<file path="config.mk">
export PLATFORM = sky130hd
export DESIGN_NAME = vic_regs
export DESIGN_NICKNAME = d
export VERILOG_FILES = /design/src/rtl/vic_regs.sv
export SDC_FILE = /design/constraint.sdc
export NUM_CORES = 1
export LEC_CHECK = 0
export ABC_AREA = 1
export BUFFER_PORTS_ARGS = -buffer_cell sky130_fd_sc_hd__buf_2
export CAP_MARGIN = 20
export CORE_UTILIZATION = 51
export CTS_CLUSTER_DIAMETER = 40
export DETAILED_ROUTE_END_ITERATION = 6
export PLACE_DENSITY = 0.72
export SLEW_MARGIN = 0
export SYNTH_ARGS = -nofsm -noshare
export SYNTH_HDL_FRONTEND = slang
export SYNTH_SLANG_ARGS = --single-unit
</file>
<file path="constraint.sdc">
create_clock -name clk -period 1.15 [get_ports clk]
set_input_delay 0.115 -clock clk [delete_from_list [all_inputs] [get_ports clk]]
set_output_delay 0.115 -clock clk [all_outputs]
set_load 0.02 [all_outputs]
</file>
<file path="src/rtl/vic_regs.sv">
// rtl/vic_regs.sv - VIC register file with vblank-latched decoded video outputs
//
// CPU-visible 16-byte register window at BASE..BASE+15 with one-cycle read
// latency, plus registered decodes of the screen/character/colour-RAM bases
// and colour settings for the pixel generator.
//
// Ports:
//   clk, reset        system clock, asynchronous active-low reset
//   cpu_addr/din      CPU address and write data
//   cpu_we/cpu_re     single-cycle write / read strobes
//   cpu_dout/cpu_sel  read data and data-mux select, valid the cycle after cpu_re
//   raster_line       live raster line, returned through regs 3 and 4
//   vblank            single-cycle pulse at start of vertical blank
//   screen_addr, char_rom_addr, color_ram_addr, border_color, back_color,
//   inverted, aux_color   decoded video settings

module vic_regs #(
  parameter logic [15:0] BASE         = 16'h9000,
  parameter bit          VBLANK_LATCH = 1'b1
) (
  input  logic        clk,
  input  logic        reset,
  input  logic [15:0] cpu_addr,
  input  logic [7:0]  cpu_din,
  input  logic        cpu_we,
  input  logic        cpu_re,
  output logic [7:0]  cpu_dout,
  output logic        cpu_sel,
  input  logic [8:0]  raster_line,
  input  logic        vblank,
  output logic [15:0] screen_addr,
  output logic [15:0] char_rom_addr,
  output logic [15:0] color_ram_addr,
  output logic [2:0]  border_color,
  output logic [3:0]  back_color,
  output logic        inverted,
  output logic [3:0]  aux_color
);

  localparam logic [7:0] RST2 = 8'h96;
  localparam logic [7:0] RST3 = 8'hAE;
  localparam logic [7:0] RST5 = 8'hF0;
  localparam logic [7:0] RSTE = 8'h00;
  localparam logic [7:0] RSTF = 8'h1B;

  function automatic logic [7:0] reset_value(input logic [3:0] i);
    case (i)
      4'h2:    return RST2;
      4'h3:    return RST3;
      4'h5:    return RST5;
      4'hE:    return RSTE;
      4'hF:    return RSTF;
      default: return 8'h00;
    endcase
  endfunction

  // Codes 0-7 select 1 KiB blocks from $8000 upward; codes 8-15 wrap to $0000.
  function automatic logic [15:0] block_addr(input logic [3:0] c);
    logic [15:0] off;
    off = {3'b000, c[2:0], 10'b0};
    return c[3] ? off : (16'h8000 + off);
  endfunction

  function automatic logic [15:0] dec_screen(input logic [7:0] r5, input logic [7:0] r2);
    return block_addr(r5[7:4]) | {6'b0, r2[7], 9'b0};
  endfunction

  function automatic logic [15:0] dec_color_ram(input logic [7:0] r2);
    return r2[7] ? 16'h9600 : 16'h9400;
  endfunction

  logic [7:0] regs [16];
  logic       hit;
  logic [3:0] idx;
  logic       wr_en;
  logic       rd_en;
  logic [7:0] rd_data;

  assign hit   = (cpu_addr[15:4] == BASE[15:4]);
  assign idx   = cpu_addr[3:0];
  assign wr_en = cpu_we && hit;
  assign rd_en = cpu_re && hit;

  always_ff @(posedge clk or negedge reset) begin
    if (!reset) begin
      for (int i = 0; i < 16; i++) begin
        regs[i] <= reset_value(4'(i));
      end
    end else if (wr_en) begin
      regs[idx] <= cpu_din;
    end
  end

  // Read mux works from the pre-write contents, so a same-cycle write to the
  // same register is not visible to the read.
  always_comb begin
    rd_data = regs[idx];
    case (idx)
      4'h3:       rd_data = {raster_line[0], regs[3][6:0]};
      4'h4:       rd_data = raster_line[8:1];
      4'h6, 4'h7: rd_data = 8'h00;
      4'h8, 4'h9: rd_data = 8'hFF;
      default:    rd_data = regs[idx];
    endcase
  end

  always_ff @(posedge clk or negedge reset) begin
    if (!reset) begin
      cpu_dout <= 8'h00;
      cpu_sel  <= 1'b0;
    end else begin
      cpu_sel <= rd_en;
      if (rd_en) begin
        cpu_dout <= rd_data;
      end
    end
  end

  // Register values as they will stand after this edge, so a write landing
  // on the vblank cycle is captured by the latch.
  logic [7:0] nxt2;
  logic [7:0] nxt5;
  logic [7:0] nxte;
  logic [7:0] nxtf;
  logic       load;

  assign nxt2 = (wr_en && idx == 4'h2) ? cpu_din : regs[2];
  assign nxt5 = (wr_en && idx == 4'h5) ? cpu_din : regs[5];
  assign nxte = (wr_en && idx == 4'hE) ? cpu_din : regs[14];
  assign nxtf = (wr_en && idx == 4'hF) ? cpu_din : regs[15];
  assign load = VBLANK_LATCH ? vblank : 1'b1;

  // The decoded output registers double as the shadow latch: they load only
  // on vblank (or every cycle when latching is disabled), so a mid-frame
  // write never tears the picture.
  always_ff @(posedge clk or negedge reset) begin
    if (!reset) begin
      screen_addr    <= dec_screen(RST5, RST2);
      char_rom_addr  <= block_addr(RST5[3:0]);
      color_ram_addr <= dec_color_ram(RST2);
      border_color   <= RSTF[2:0];
      back_color     <= RSTF[7:4];
      inverted       <= ~RSTF[3];
      aux_color      <= RSTE[7:4];
    end else if (load) begin
      screen_addr    <= dec_screen(nxt5, nxt2);
      char_rom_addr  <= block_addr(nxt5[3:0]);
      color_ram_addr <= dec_color_ram(nxt2);
      border_color   <= nxtf[2:0];
      back_color     <= nxtf[7:4];
      inverted       <= ~nxtf[3];
      aux_color      <= nxte[7:4];
    end
  end

endmodule

</file>
Yosys cells after proc, flatten, opt, wreduce, memory -nomap -nowiden

Index checks and enable logic that the tools add are counted.

Register bits after elaboration: 197
Input bits: 38
Output and inout port bits: 69
Logic and storage cells: 66

Add/sub/neg operators: 2
$lt $le $gt $ge: 2
Eq/ne operators: 11
Muxes and demuxes: 14
Bitwise operators: 3
Reduce and logical (&&, ||, !) cells: 9

Operators with widths:

| kind                     | number |
|---|---|
| $bwmux W128              | 1 |
| $mux W8                  | 7 |
| $add A16 B13 Y16 const A | 2 |
| $bmux W8 S4              | 1 |
| $demux W8 S4             | 1 |
| $mux W16                 | 2 |
| $pmux W8 S4              | 1 |
| $eq A4 B3 Y1 const B     | 4 |
| $eq A4 B4 Y1 const B     | 4 |
| $or A16 B10 Y16          | 1 |
| $eq A12 B12 Y1 const B   | 1 |
| $mux W10                 | 1 |
| $eq A4 B2 Y1 const B     | 2 |
| $logic_and A1 B1 Y1      | 7 |
| $ge A5 B5 Y1 const B     | 1 |
| $lt A5 B1 Y1 const B     | 1 |
| $not A4 Y5               | 1 |
| $reduce_or A2 Y1         | 2 |
| $not A1 Y1               | 1 |

Logic depth before layout (Yosys ltp)

Gate-level depths: netlist (run 1).

Depth after elaboration: 7
Depth in mapped cells: 14
Depth with buffers taken out: 11

Least setup slack after synthesis (run 1)

Ideal clock, no wire load.

Path type: input to register
Start point: input cpu_addr[9]
End point: register regs[46] in the netlist's numbering
Library setup time: 130 ps
Arrival time: 1200 ps
Data required time: 1020 ps
Path slack: -179 ps
Stages: 10
Path buffers: 2
Cells stage by stage: nor2_1 > nand2_1 > nor2_4 > nand3_2 > clkinv_2 > buf_12 > nand3_4 > buf_6 > nand2_1 > o21ai_2

Cells in the longest elaborated chain, start to end: 2

RTL lines:

| element                         | RTL line | source |
|---|---|---|
| from (decl)                     | 23       | `input logic [15:0] cpu_addr,` |
| $eq A12 B12 Y1                  | 79       | `assign hit = (cpu_addr[15:4] == BASE[15:4]);` |
| $logic_and A1 B1 Y1             | 81       | `assign wr_en = cpu_we && hit;` |
| to (signal, indexed assignment) | 87       | `regs[i] <= reset_value(4'(i));` |
| to (signal, indexed assignment) | 90       | `regs[idx] <= cpu_din;` |
| to (decl)                       | 72       | `logic [7:0] regs [16];` |

Every way passes these cells.
A chain may end at the register's enable or synchronous reset.

Worst setup path in the final report (run 1)

Start point: register screen_addr[9]
End point: output screen_addr[9]

RTL lines:

| element                | RTL line | source |
|---|---|---|
| from (decl)            | 31       | `output logic [15:0] screen_addr,` |
| from (signal assigned) | 138      | `screen_addr <= dec_screen(RST5, RST2);` |
| from (signal assigned) | 146      | `screen_addr <= dec_screen(nxt5, nxt2);` |

No word-level cell between the ends.

==> run metrics, run 1 <==
period utilisation layout=107%; Critical Path Fanout Max=3; Critical path buffers and inverters=1; area of the multi-input gates=3530 um^2; sequential area share after synthesis=50.5%; grt ovf=0; Mean Syn Cell Area=roughly 7.7 um^2; drt pass-1 iters=6; Post-synth EDFFs=0; clock group share of total power=45.4%; vias=7113; Post-Layout Cell Count=1356; DRC Markers=0; post-route minimum period=1230 ps; Routed WL=22.2 mm; die area=16000 um^2; Max Cap Violations=0; Synth Cell Area=7890 um^2; #FFs+latches synth=158; Overall Global Routing Usage=between 20% and 30%; Reg clk slew, reported paths=70 ps; violated checks=setup timing; CP peak stage delay=560 ps; Placer Congestion=between 0.9 and 1; clock sink total=158; CTS Buffer Depth=2; Final Slew Violations=0; WHS=101 ps; Syn Inst Count=1024; sw power=3350 uW; Area Growth Syn to Fin=23.8%; Internal=8790 uW; Distinct cells, synth=28; Slowest-stage cell, CP=dfstp_2; pin count of the biggest net entering global routing=44; P_leak=0.00514 uW; CTS tree=done; worst slack, placed=-360 ps; crit path launch=screen_addr[9]$_DFFE_PN1P_; Setup TNS=-727 ps; Final WS setup=-76.2 ps; Reg area=3990 um^2; crit path cell chain=buf_6; Starting DRT DRC Count=900; VDD IR max=between 1 and 1.5 mV; H-tree lvl count=4; Die W=126 um; Clock Latency Late Sink=430 ps; I/O Pins=107; YS warnings=0; TritonCTS buffer count=17; Layout Nets=1193; Post-synth top flop=dfrtp_1; # setup viols final=16; outcome=complete, but fails checks; Fillers=1300; DRT antenna net count=0; hold_sp=cpu_re; first-pass GRT wire length=35.2 mm; sequential group share of total power=45.9%; Crit Path Category=reg -> out; DP HPWL=around 15 mm; placed insts=1304; CP arrival=roughly 1100 ps; Critical Path RT=1030 ps; unrepaired setup endpoints after global routing=true; layout cells sized above 1=23.6%; vias in the first global route=6671; Vias/cell=5.25; DR WL/cell=16.4 um; Switching Fraction=27.6%; DIE HEIGHT=126 um; Antenna diodes=0; CP endpoint kind=output port; Hold WC Path Type=in -> reg; Fmax=816 MHz; combinational power share=8.7%; core area=15100 um^2; Final Skew=10.3 ps; Final Hold Violating Endpoints=0; Crit path max-delay family=flip-flops; initial antenna violation count=0; commonest non-fill, non-tap cells in the layout=nand2_1, dfrtp_1, buf_4; FF-to-FF setup slack=-50 ps; Port Buffers=68; row count=45; R2R Path Start=regs[32]$_DFFE_PN0P_; commonest non-fill, non-tap cell in the layout=nand2_1; crit path launch type=register; Power Density=1240 nW/um^2; ys async rst share=100%; Initial Util=52.1%; root buf cell=clkbuf_16; Final Core Density=64.5%
worst reg2reg max path: stages (launching register included):
cell and delay, ps:
dfrtp_1 380, nand2_1 70, nand2_1 60, nand2_1 70, nand2_1 50, nand2_1 70, nand2_1 80, nor2_1 80
nand2_1 90, nand2_1 90, nand2_1 50
power groups by stage:
stage / logic (uW) / registers [uW] / clock network [uW]
CTS: 1040 / 5580 / 5570
detailed placement: 1000 / 5680 / 0
global route: 1130 / 5570 / 5800
finish: 1050 / 5580 / 5500
floorplan: 548 / 5690 / 0
global placement: 998 / 5680 / 0
routing by layer:
metal / track usage [%] / vias up / share of wire [%]
met5: 0 / - / 0
met4: 11.7 / 0 / 2.6
met3: 7.34 / 45 / 7.8
met2: 44.3 / 304 / 46
met1: 39.5 / 3356 / 44
li1: - / 3408 / -
kinds of logic after synthesis:
logic type	share of synthesized area, %
simple gates	33.1
flops	50.5
compound gates	7.72
buf+inv	8.55
other cells	0.0952
synth_stat cells (2+ instances only):
library cell    n  area (um^2)
inv_1          20         75.1
nor2_2          5         31.3
nor2_4          2         22.5
buf_1           5         18.8
nor2_1         46          173
buf_6           9          101
buf_2          15         75.1
conb_1          2         7.51
nand2_1       518         1940
nand2_4         2         22.5
nand4_1         4         25.0
o21ai_1        50          250
a21oi_1         5         25.0
inv_2           2         7.51
dfstp_2        25          657
o21ai_2         9         78.8
buf_4          40          300
clkbuf_1       17         63.8
o21ai_0        51          255
nand3_1        50          250
clkinv_1        2         7.51
dfrtp_1       133         3330
nand3_4         7          123
final cells by class:
class / instances / area share (%)
well taps: 188 / 2.41
repair buffers: 163 / 13.7
inverters: 25 / 1.05
clock inverters: 15 / 1.46
multi-input cells: 790 / 36.2
clock buffers: 17 / 4.36
flip-flops and latches: 158 / 40.8
flip-flops by register name, indices dropped and copies added (netlist names):
register / count
screen_addr: 5
border_color: 3
back_color: 4
cpu_dout: 8
inverted: 1
cpu_sel: 1
aux_color: 4
regs: 128
char_rom_addr: 4
path summary, 6_finish.rpt:
| path | depth (start not counted) | end |
|---|---|---|
| worst max-delay path | 1 | screen_addr[9] |
| worst min-delay path | 4 | cpu_sel$_DFF_PN0_ |
| worst max register to register | 10 | cpu_dout[0]$_DFFE_PN0P_ |
| worst min register to register | 2 | cpu_dout[4]$_DFFE_PN0P_ |
| max in group asynchronous | 3 | regs[103]$_DFFE_PN1P_ |
| min in group asynchronous | 2 | regs[20]$_DFFE_PN0P_ |
metrics by stage:
stage | instance area (um^2) | power, uW
4_1_cts | 9620 | 12200
3_5_place_dp | 8860 | 6680
6_report | 9770 | 12100
3_3_place_gp | 8860 | 6680
2_1_floorplan | 8150 | 6240
5_1_grt | 9770 | 12500
repair_timing:
action,CTS,global route
hold endpoints to repair,159,0
buffers inserted,2,8
pin swaps,4,15
setup endpoints to repair,16,28
hold buffers,10,0
gates resized for setup,23,24
No activity file was read; power rests on OpenSTA's default activity.
==> run 2, diff against run 1 <==
--- a/config.mk
+++ b/config.mk
@@ -9,6 +9,7 @@
 export BUFFER_PORTS_ARGS = -buffer_cell sky130_fd_sc_hd__buf_2
 export CAP_MARGIN = 20
 export CORE_UTILIZATION = 51
+export CTS_BUF_LIST = sky130_fd_sc_hd__clkbuf_4
 export CTS_CLUSTER_DIAMETER = 40
 export DETAILED_ROUTE_END_ITERATION = 6
 export PLACE_DENSITY = 0.72
==> run metrics, run 2 (synthesis gave the netlist of run 1 again) <==
outcome=complete, but fails checks; violated checks=setup timing; DR WL/cell=16.3 um (-0.58%); DRT antenna net count=0 (unchanged); die area=16000 um^2 (unchanged); H-tree lvl count=4 (unchanged); total chip power=9970 uW (-18%); unrepaired setup endpoints after global routing=true; TritonCTS buffer count=17 (unchanged); WHS=41.7 ps (-59.1 ps); clock sink total=158 (unchanged); CTS tree=done; Final Hold Violating Endpoints=0 (unchanged); initial antenna violation count=0 (unchanged); VDD IR max=0.865 mV (-17%); Internal=6920 uW (-21%); period utilisation layout=125% (+18 points); Final WS setup=-283 ps (-207 ps); vias=7140 (+0.38%); Post-Layout Cell Count=1373 (+1.3%); placed insts=1304 (unchanged); row count=45 (unchanged); CTS Buffer Depth=2 (unchanged); I/O Pins=107 (unchanged); Max Used Layer=met4; Largest Register=regs; Vias/cell=5.20 (-0.86%); drt pass-1 iters=5 (-1); Port Buffers=68 (unchanged); Crit path max-delay family=flip-flops; Power Density=1020 nW/um^2 (-18%); post-route minimum period=1430 ps (+207 ps); Placer Congestion=0.982 (unchanged); routed length on met2=10.4 mm (+2.3%); Slowest-stage cell, CP=dfstp_2; grt ovf=0 (unchanged); CP endpoint kind=output port; Area Growth Syn to Fin=23.6%; Overall Global Routing Usage=29.1% (+0.14 points); Critical path buffers and inverters=1 (unchanged); Fillers=1297 (-0.23%); root buf cell=clkbuf_4; Fmax=698 MHz (-14%); layout cells sized above 1=24.1% (+0.50 points); Reg clk slew, reported paths=160 ps (+90 ps); crit path launch type=register; met3 WL=1.68 mm (-3.1%); pin count of the biggest net entering global routing=44 (unchanged); Crit Path Category=reg -> out; crit path cell chain=buf_6; hold_sp=cpu_addr[12]; R2R Path Start=regs[34]$_DFFE_PN0P_; biggest regs=regs: 128 flops, cpu_dout: 8 flops, screen_addr: 5 flops; M1 WL=9.82 mm (+1.4%); first-pass GRT wire length=35.5 mm (+0.90%); Layout Nets=1210 (+1.4%); number of flip-flops in the largest register=128 (unchanged); Switching Fraction=30.6% (+3.0 points); Critical Path Fanout Max=3 (unchanged); P_leak=0.00511 uW (-0.67%); Critical Path RT=1030 ps (about the same); clock group share of total power=33.0% (-12 points); DP HPWL=15.1 mm (unchanged); commonest non-fill, non-tap cells in the layout=nand2_1, dfrtp_1, buf_4; Final Slew Violations=0 (unchanged); Routed WL=22.3 mm (+0.67%); DIE HEIGHT=126 um (unchanged); area of the multi-input gates=3530 um^2 (unchanged); Max Cap Violations=0 (unchanged); core area=15100 um^2 (unchanged); sw power=3050 uW (-8.8%); Starting DRT DRC Count=886 (-1.6%); combinational power share=11.0% (+2.3 points); sequential group share of total power=56.0% (+10 points); Final Skew=24.0 ps (+13.7 ps); crit path launch=screen_addr[9]$_DFFE_PN1P_; Antenna diodes=0 (unchanged); Initial Util=52.1% (unchanged); Die W=126 um (unchanged); # setup viols final=37 (+21); Final Core Density=64.4% (-0.11 points); CP peak stage delay=600 ps (+40 ps); CP arrival=1320 ps (+210 ps); Reg area=3990 um^2 (unchanged); Clock Latency Late Sink=590 ps (+160 ps); Hold WC Path Type=in -> reg; commonest non-fill, non-tap cell in the layout=nand2_1; DRC Markers=0 (unchanged); vias in the first global route=6708 (+0.55%)
## run 2: cell types whose count changed in the layout (fill, tap and decap cells not counted), moves of 8 or more
cell and delta:
buf_2 -21, buf_4 +8, buf_6 +19, clkbuf_16 -17, clkbuf_4 +17, dlygate4sd3_1 +10
## run 2: layer usage
metal  vias up  global-route usage [%]
li1       3443                       -
met1      3356                    40.0
met2       302                    46.0
met3        39                    6.54
met4         0                    9.00
met5         -                       0
## run 2: power groups by stage
stage / logic, uW / registers, uW / clock network [uW]
2_1_floorplan: 548 / 5690 / 0
3_5_place_dp: 1000 / 5680 / 0
3_3_place_gp: 998 / 5680 / 0
4_1_cts: 1070 / 5580 / 3370
5_1_grt: 1170 / 5580 / 3610
6_report: 1090 / 5580 / 3290
## run 2: path summary, 6_finish.rpt
kind                                               end  slack, ps  depth (start not counted)
setup / recovery                     color_ram_addr[9]       -280                          1
hold / removal                       cpu_sel$_DFF_PN0_         40                          6
setup reg to reg               cpu_dout[2]$_DFFE_PN0P_        -40                         10
hold reg to reg            border_color[1]$_DFFE_PN1P_        490                          2
max in group asynchronous        regs[103]$_DFFE_PN1P_         70                          4
min in group asynchronous         regs[38]$_DFFE_PN0P_        490                          3
## run 2: stage by stage
step	TNS, ps	setup WS (ps)	cell area, um^2
finish	-5100	-283	9750
global route	-7230	-330	9750
CTS	-5800	-293	9600
detailed placement	-40100	-360	8860
global placement	-35900	-358	8860
floorplan	-6830	-124	8150
## run 2: layout make-up
| type | instances | share of cell area (%) |
|---|---|---|
| Timing Repair Buffer | 180 | 16.7 |
| Clock inverter | 15 | 1.46 |
| Inverter | 25 | 1.04 |
| Multi-Input combinational cell | 790 | 36.2 |
| Sequential cell | 158 | 40.9 |
| Tap cell | 188 | 2.41 |
| Clock buffer | 17 | 1.31 |
## run 2: repair_timing
action                                 CTS  global route
endpoints found under the hold margin  239             0
hold buffers                            20             0
buffers inserted                         9             9
resized for setup                       66            24
pin swaps                                5            24
setup endpoints to repair               38            41
==> run 3, diff against run 2 <==
--- a/config.mk
+++ b/config.mk
@@ -8,11 +8,14 @@
 export ABC_AREA = 1
 export BUFFER_PORTS_ARGS = -buffer_cell sky130_fd_sc_hd__buf_2
 export CAP_MARGIN = 20
-export CORE_UTILIZATION = 51
+export CELL_PAD_IN_SITES_DETAIL_PLACEMENT = 1
+export CELL_PAD_IN_SITES_GLOBAL_PLACEMENT = 2
+export CORE_MARGIN = 1.5
+export CORE_UTILIZATION = 35
 export CTS_BUF_LIST = sky130_fd_sc_hd__clkbuf_4
 export CTS_CLUSTER_DIAMETER = 40
 export DETAILED_ROUTE_END_ITERATION = 6
-export PLACE_DENSITY = 0.72
+export PLACE_DENSITY = 0.94
 export SLEW_MARGIN = 0
 export SYNTH_ARGS = -nofsm -noshare
 export SYNTH_HDL_FRONTEND = slang
==> run metrics, run 3 (synthesis gave the netlist of run 1 again) <==
DP HPWL=18.1 mm (+20%); Reg area=3990 um^2 (about the same); global routing usage on met2=39.8% (-6.2 points); grt ovf=0 (unchanged); met1 usage=30.4% (-9.6 points); Antenna diodes=0 (unchanged); VDD IR max=0.579 mV (-33%); post-place instance area=9030 um^2 (+2.0%); Final Skew=32.6 ps (+8.57 ps); die area=23500 um^2 (+47%); Max Cap Violations=0 (unchanged); Crit path max-delay family=flip-flops; Power Density=1000 nW/um^2 (-1.8%); Critical path buffers and inverters=1 (unchanged); Layout Nets=1219 (+0.74%); Post-Layout Cell Count=1474 (+7.4%); Hold WC Path Type=in -> reg; row count=54 (+20%); Final Slew Violations=0 (unchanged); I/O Pins=107 (unchanged); violated checks=DRC, setup timing; root buf cell=clkbuf_4; vias in the first global route=7866 (+17%); Setup TNS=-5800 ps (-701 ps); CTS Buffer Depth=2 (unchanged); CTS tree=done; Die W=153 um (+21%); Slowest-stage cell, CP=dfstp_2; pin count of the biggest net entering global routing=40 (-9.1%); TritonCTS buffer count=17 (unchanged); commonest non-fill, non-tap cell in the layout=nand2_1; CP endpoint kind=output port; P_leak=0.00518 uW (+1.5%); CP arrival=1360 ps (+40 ps); biggest regs=regs: 128 flops, cpu_dout: 8 flops, screen_addr: 5 flops; drt pass-1 iters=7 (+2); Crit Path Category=reg -> out; vias=7394 (+3.6%); DRT antenna net count=0 (unchanged); crit path launch type=register; CP peak stage delay=610 ps (about the same); Critical Path Fanout Max=3 (unchanged); Routed WL=27.1 mm (+22%); Reg clk slew, reported paths=180 ps (+20 ps); GR Layer Usage met3=4.65% (-1.9 points); worst slack, placed=-443 ps (-83.3 ps); DRC Markers=4 (+4); Finished Cell Area=10100 um^2 (+3.4%); Largest Register=regs; DR WL/cell=18.4 um (+13%); placed insts=1399 (+7.3%); core area=22000 um^2 (+45%); area of the multi-input gates=3630 um^2 (+2.9%); number of flip-flops in the largest register=128 (unchanged); Placer Congestion=0.884 (-10%); Vias/cell=5.02 (-3.5%); period utilisation layout=128% (+3.7 points); Port Buffers=68 (unchanged); crit path cell chain=buf_6; Initial Util=35.9% (-16 points); DIE HEIGHT=153 um (+21%); Final Hold Violating Endpoints=0 (unchanged); first-pass GRT wire length=42.9 mm (+21%); Fillers=2707 (+110%); initial antenna violation count=1 (+1); grt peak-use layer=met2; Overall Global Routing Usage=23.7% (-5.4 points); unrepaired setup endpoints after global routing=true; Critical Path RT=1030 ps (about the same); outcome=complete, but fails checks; post-route minimum period=1480 ps (+42.0 ps); # setup viols final=39 (+5.4%); layout cells sized above 1=27.3% (+3.2 points); Area Growth Syn to Fin=27.7%; H-tree lvl count=4 (unchanged); Starting DRT DRC Count=534 (-40%); clock sink total=158 (unchanged); Final WS setup=-325 ps (-42.0 ps); Clock Latency Late Sink=610 ps (+20 ps); Fmax=678 MHz (-2.9%); commonest non-fill, non-tap cells in the layout=nand2_1, dfrtp_1, buf_4
run 3: area by class of cell:
cell class | instances | share of cell area [%]
repair buffers | 189 | 17.1
flip-flops and latches | 158 | 39.6
inverters | 25 | 1.01
multi-input cells | 790 | 36.1
clock inverters | 15 | 1.48
well taps | 280 | 3.48
clock buffers | 17 | 1.27
run 3: metrics by stage:
step | utilization, % | hold slack (ps) | power, uW
2_1_floorplan | - | -181 | 6240
3_3_place_gp | 41.1 | -13.7 | 6710
6_report | 45.9 | 52.4 | 10100
3_5_place_dp | 41.1 | -12.4 | 6720
4_1_cts | 44.8 | 7.64 | 10200
5_1_grt | 45.9 | 83.3 | 10500
run 3: path summary, 6_finish.rpt:
| kind | from | endpoint | slack, ps | cells past startpoint |
|---|---|---|---|---|
| min in group asynchronous | reset | regs[38]$_DFFE_PN0P_ | 460 | 3 |
| worst max-delay path | screen_addr[9]$_DFFE_PN1P_ | color_ram_addr[9] | -330 | 1 |
| worst max register to register | regs[27]$_DFFE_PN0P_ | cpu_dout[3]$_DFFE_PN0P_ | -120 | 8 |
| max in group asynchronous | reset | regs[111]$_DFFE_PN1P_ | 130 | 4 |
| worst min-delay path | raster_line[7] | cpu_dout[6]$_DFFE_PN0P_ | 50 | 7 |
| worst min register to register | char_rom_addr[15]$_DFFE_PN1P_ | char_rom_addr[15]$_DFFE_PN1P_ | 490 | 2 |
run 3: power by group:
group	total (uW)	internal, uW	switching (uW)
sequential	5580	5570	8.26
combinational	1160	376	782
clock	3380	977	2400
total	10100	6930	3190
run 3: timing repair:
| item | CTS | global route |
|---|---|---|
| buffers inserted | 7 | 16 |
| endpoints found under the setup margin | 39 | 54 |
| gates resized for setup | 85 | 37 |
| hold buffers | 20 | 1 |
| hold endpoints to repair | 245 | 14 |
| pin swaps | 18 | 29 |
run 3: metal layers:
layer	wire length [um]	vias to the layer above	part of all wire, %
li1	-	3459	-
met1	11600	3669	43
met2	13400	204	50
met3	1250	60	4.6
met4	844	2	3.1
met5	13	-	0.048
